**config.mk**
```make
export PLATFORM = sky130hd
export DESIGN_NAME = sequence_game_ctrl
export DESIGN_NICKNAME = d
export VERILOG_FILES = /design/src/rtl/sequence_game_ctrl.sv
export SDC_FILE = /design/constraint.sdc
export NUM_CORES = 1
export LEC_CHECK = 0
export CORE_ASPECT_RATIO = 0.5
export CORE_MARGIN = 8
export CORE_UTILIZATION = 61
export DETAILED_ROUTE_END_ITERATION = 8
export PLACE_DENSITY = 0.8
export SLEW_MARGIN = 20
export SYNTH_ARGS = -nofsm -noshare
export SYNTH_HDL_FRONTEND = slang
export SYNTH_SLANG_ARGS = --single-unit
```
**constraint.sdc**
```tcl
create_clock -name clk -period 3.9 [get_ports clk]
set_input_delay 0.39 -clock clk [delete_from_list [all_inputs] [get_ports clk]]
set_output_delay 0.39 -clock clk [all_outputs]
set_load 0.02 [all_outputs]
```
**src/rtl/sequence_game_ctrl.sv**
```systemverilog
// Memory-game sequencer: freezes the LFSR to capture a code each round, plays the stored sequence
// on the LEDs, then checks user entries. Define INPUT_TIMEOUT_EN to make an idle WAIT_IN time out to LOSE.
module sequence_game_ctrl #(
    parameter int MAX_LEN        = 16,
    parameter int SHOW_CYCLES    = 25000000,
    parameter int GAP_CYCLES     = 12500000,
    parameter int TIMEOUT_CYCLES = 250000000
) (
    input  logic                         clk,
    input  logic                         reset,
    input  logic                         start,
    input  logic [2:0]                   random_value,
    output logic                         lfsr_stop,
    input  logic                         btn_valid,
    input  logic [2:0]                   btn_code,
    output logic [2:0]                   leds,
    output logic [$clog2(MAX_LEN+1)-1:0] level,
    output logic                         busy,
    output logic                         win,
    output logic                         lose
);
    localparam int LW   = $clog2(MAX_LEN + 1);
    localparam int TM1  = (SHOW_CYCLES > GAP_CYCLES) ? SHOW_CYCLES : GAP_CYCLES;
    localparam int TMAX = (TM1 > TIMEOUT_CYCLES) ? TM1 : TIMEOUT_CYCLES;
    localparam int TW   = $clog2(TMAX + 1);

    typedef enum logic [2:0] {IDLE, APPEND, SHOW_ON, SHOW_OFF, WAIT_IN, WIN, LOSE} state_t;

    state_t        state;
    logic [2:0]    mem [MAX_LEN];
    logic [LW-1:0] idx;
    logic [TW-1:0] timer;
    logic [2:0]    code;
    logic          last;

    // Only the three legal LFSR codes are stored; anything else becomes 001.
    always_comb begin
        code = 3'b001;
        if (random_value == 3'b001 || random_value == 3'b011 || random_value == 3'b111)
            code = random_value;
        last = (idx == level - 1'b1);
    end

    always_ff @(posedge clk) begin
        if (state == APPEND)
            mem[level] <= code;
    end

    always_ff @(posedge clk or posedge reset) begin
        if (reset) begin
            state     <= IDLE;
            level     <= '0;
            idx       <= '0;
            timer     <= '0;
            leds      <= '0;
            lfsr_stop <= 1'b0;
            busy      <= 1'b0;
            win       <= 1'b0;
            lose      <= 1'b0;
        end else begin
            timer <= timer + 1'b1;
            case (state)
                IDLE, WIN, LOSE: begin
                    if (start) begin
                        state     <= APPEND;
                        level     <= '0;
                        timer     <= '0;
                        lfsr_stop <= 1'b1;
                        busy      <= 1'b1;
                        win       <= 1'b0;
                        lose      <= 1'b0;
                    end
                end
                APPEND: begin
                    state     <= SHOW_ON;
                    level     <= level + 1'b1;
                    idx       <= '0;
                    timer     <= '0;
                    lfsr_stop <= 1'b0;
                    // In round one mem[0] is being written on this very edge.
                    leds      <= (level == '0) ? code : mem[0];
                end
                SHOW_ON: begin
                    if (timer == TW'(SHOW_CYCLES - 1)) begin
                        state <= SHOW_OFF;
                        timer <= '0;
                        leds  <= '0;
                    end
                end
                SHOW_OFF: begin
                    if (timer == TW'(GAP_CYCLES - 1)) begin
                        timer <= '0;
                        if (last) begin
                            state <= WAIT_IN;
                            idx   <= '0;
                        end else begin
                            state <= SHOW_ON;
                            idx   <= idx + 1'b1;
                            leds  <= mem[idx + 1'b1];
                        end
                    end
                end
                WAIT_IN: begin
                    if (btn_valid) begin
                        timer <= '0;
                        if (btn_code != mem[idx]) begin
                            state <= LOSE;
                            busy  <= 1'b0;
                            lose  <= 1'b1;
                        end else if (!last) begin
                            idx <= idx + 1'b1;
                        end else if (level == LW'(MAX_LEN)) begin
                            state <= WIN;
                            busy  <= 1'b0;
                            win   <= 1'b1;
                        end else begin
                            state     <= APPEND;
                            lfsr_stop <= 1'b1;
                        end
                    end
`ifdef INPUT_TIMEOUT_EN
                    else if (timer == TW'(TIMEOUT_CYCLES - 1)) begin
                        state <= LOSE;
                        timer <= '0;
                        busy  <= 1'b0;
                        lose  <= 1'b1;
                    end
`endif
                end
                default: begin
                    state <= IDLE;
                    busy  <= 1'b0;
                end
            endcase
        end
    end
endmodule

```
==> summary.md <==
| Metric | Value |
|---|---|
| Status | completed |
| Number of placement rows | 23 |
| Number of iterations in the first detailed-routing pass | 5 |
| Main flop type after synthesis | sky130_fd_sc_hd__edfxtp_1 |
| Synthesized netlist cell count | 425 |
| Vias post-DR | 3568 |
| Final Non-Filler Cells | 575 |
| Hold buffer count at CTS | 0 |
| R2R setup slack | 970 ps |
| Element type at the critical path end | flop |
| Inserted Clock Buffers | 9 |
| Power share of the combinational group | 0.386 |
| Core footprint | 8060 um2 |
| Power share of the sequential group | 0.368 |
| Number of nets with antenna violations after detailed routing | 0 |
| Capture endpoint of the worst hold path | timer[0] |
| TritonCTS clock tree | built |
| Resized Gates After CTS | 0 |
| Wire length per cell after detailed routing | 19.9 um |
| Slowest cell on the critical path | sky130_fd_sc_hd__mux4_2 |
| Net load switching power | 1.26 mW |
| Fraction of layout instances using a drive strength above 1 | 0.123 |
| First-pass GRT wire length | 18700 um |
| Number of synthesized flops with an enable pin | 48 |
| Maximum operating frequency | 0.341 GHz |
| Cell taking the most area after synthesis | sky130_fd_sc_hd__edfxtp_1 |
| Leading cell type in the layout, fill and taps excluded | sky130_fd_sc_hd__nor2_1 |
| Die area | 11700 um2 |
| Later-pin clock latency in the skew report | 340 ps |
| Die Y-Extent | 80.7 um |
| Worst setup slack after placement | 1030 ps |
| Leakage power | 2.16 nW |
| Average cell area after synthesis | 12.0 um2 |
| Cell internal power dissipation | 2.33 mW |
| Final hold violations | 0 |
| Layout Utilization | 0.716 |
| Worst min-delay path startpoint | timer[0] |
| Filler Cell Count | 572 |
| Worst Reg-to-Reg Cells | 8 |
| Root buffer cell | sky130_fd_sc_hd__clkbuf_16 |
| Crit start category | flop |
| IO Count | 22 |
| Ranking of synthesized cells by area | sky130_fd_sc_hd__edfxtp_1 (28%), sky130_fd_sc_hd__dfrtp_1 (24%), sky130_fd_sc_hd__mux4_2 (12%) |
| Part of the Yosys area used for sequential elements | 0.517 |
| Period utilization | 0.751 |
| Biggest cell delay along the critical path | 550 ps |
| Worst Path Arrival | 3160 ps |
| Crit path kind | flop to flop |
| Proportion of synthesized flip-flops having asynchronous set or reset | 0.500 |
| Worst r2r dst | idx[2] |
| Post-layout total power | 3.59 mW |
| Start of the worst register-to-register path | idx[0] |
| Max cap viols | 0 |
| Sinks on Clock Net | 96 |
| Worst slew pin tran | 831 ps |
| Routed via count divided by cell count | 6.21 |
| GR Overflow Total | 0 |
| Cell-by-cell listing of the critical path | buf_4, mux4_2, mux2i_1, xor2_1, nand4_1, a32oi_4, o21ai_1, a22o_1 |
| Total of flip-flops plus latches after synthesis | 96 |
| Number of antenna violations at the first check in global routing | 0 |
| Final net count | 474 |
| Depth of the CTS H-tree | 3 |
| Min Tclk post-route | 2930 ps |
| Clock skew | 4.38 ps |
| Fraction of post-synthesis cell area in the top cell type by area | 0.282 |
| Cell area power density | 623 nW/um2 |
| Final-report max-slew violation count | 0 |
| Post-CTS repair timing setup buffer count | 0 |
| RSZ-0062 raised after global routing | false |
| Clock transition at path regs | 60 ps |
| Placed cell count | 559 |
| Final weighted congestion of routability-driven global placement | 0.874 |
| Switching fraction of total power | 0.350 |
| Required @ worst endpoint | 4130 ps |
| Synthesized area | 5110 um2 |
| Post-detailed-route DRC marker count | 0 |
| Number of violations reported at the end of detailed-routing iteration 0 | 400 |
| Share of total power in the clock network | 0.246 |
| Horizontal die dimension | 145 um |
| Antenna cells | 0 |
| Number of warnings printed during yosys synthesis | 0 |
| Peak supply drop | 0.305 mV |
| Minimum hold slack | 455 ps |
| Unique cell type count in the Yosys netlist | 53 |
| Max Root-Sink Buffers | 2 |
| Vias in the first global route | 3690 |
| Pin count of the biggest net entering global routing | 49 |
| Growth of design area from synthesis to finish | 12.9% |
| Placed Area | 5470 um2 |
| Critical path buffers and inverters | 1 |
| Initial Utilization | 0.634 |
| Buffers added on ports | 21 |
| Hold depth | 1 |
| Critical path fanouts, max | 26 |
| Setup TNS Final | 0 ps |
| Register area | 2640 um2 |
| Final instance area | 5770 um2 |
| Max transition margin | 0.445 |
| Worst hold-check path type | flop to flop |
| Cell family with the largest share of critical-path delay | multiplexers |
| Highest-count cells in the layout ignoring fill and taps | sky130_fd_sc_hd__nor2_1 (56), sky130_fd_sc_hd__dfrtp_1 (48), sky130_fd_sc_hd__edfxtp_1 (48) |
| Estimated wirelength of the detail-placed design | 8280 um |
| Global routing usage summed across all routing layers | 0.203 |
| Total wire length after detailed routing | 11400 um |
| Multi-input logic area | 2410 um2 |
| Final setup fails | 0 |
| Final worst slack | 971 ps |
[registers in the layout (all words and copies together), names as in the netlist]
| register | count |
|---|---|
| busy | 1 |
| idx | 5 |
| leds | 3 |
| level | 5 |
| lfsr_stop | 1 |
| lose | 1 |
| mem | 48 |
| state | 3 |
| timer | 28 |
| win | 1 |
[synthesized netlist by cell type, types with 4 or more instances]
library cell and number:
sky130_fd_sc_hd__nand4_1 10, sky130_fd_sc_hd__nand3b_1 4, sky130_fd_sc_hd__dfrtp_1 48, sky130_fd_sc_hd__nor2b_1 5, sky130_fd_sc_hd__nor2_1 56, sky130_fd_sc_hd__ha_1 6, sky130_fd_sc_hd__xnor2_1 12, sky130_fd_sc_hd__a31oi_1 4
sky130_fd_sc_hd__mux2i_1 9, sky130_fd_sc_hd__inv_1 7, sky130_fd_sc_hd__buf_2 6, sky130_fd_sc_hd__edfxtp_1 48, sky130_fd_sc_hd__nand3_1 15, sky130_fd_sc_hd__xor2_1 29, sky130_fd_sc_hd__and3_1 8, sky130_fd_sc_hd__clkbuf_1 9
sky130_fd_sc_hd__nor3_1 7, sky130_fd_sc_hd__mux2_2 5, sky130_fd_sc_hd__mux4_2 27, sky130_fd_sc_hd__nand2_1 33, sky130_fd_sc_hd__nand2b_1 5, sky130_fd_sc_hd__o21ai_0 16, sky130_fd_sc_hd__and2_1 7
[logic make-up after synthesis]
logic type,synth area share
buffers and inverters,0.0235
adder cells (fa/ha/maj),0.0147
AND/OR/NAND/NOR,0.163
XOR/XNOR,0.0703
multiplexers,0.148
flip-flops,0.517
AO/OA/AOI/OAI,0.0629
other,0.000734
[worst max-delay path by stage]
stage / from / end / slack, ps / cells after the start
2_1_floorplan: idx[0] / leds[0] / 1100 / 7
3_3_place_gp: idx[0] / leds[1] / 1130 / 7
3_5_place_dp: idx[0] / idx[4] / 1030 / 8
4_1_cts: idx[0] / idx[4] / 1000 / 8
5_1_grt: idx[0] / idx[4] / 790 / 8
6_report: idx[0] / idx[2] / 970 / 8
[metal layers]
metal  share of wire  global-route usage
met1            0.41               0.247
met2            0.51               0.369
met3           0.062              0.0420
met4           0.013              0.0556
met5               0                   0
[power groups by stage]
stage                     clock network (mW)  logic (mW)  registers [mW]
final                                  0.882        1.39            1.32
after global routing                   0.934        1.50            1.34
after CTS                              0.893        1.38            1.32
after detailed placement                   0        1.37            1.34
after global placement                     0        1.32            1.33
after floorplan                            0        1.02            1.32
[area by class of cell]
class,instances,area share
Clock buffer,12,0.0427
Clock inverter,4,0.00911
Inverter,7,0.00477
Multi-Input combinational cell,318,0.418
Sequential cell,96,0.458
Tap cell,112,0.0243
Timing Repair Buffer,26,0.0430
Power figures use the tool's default switching activity.
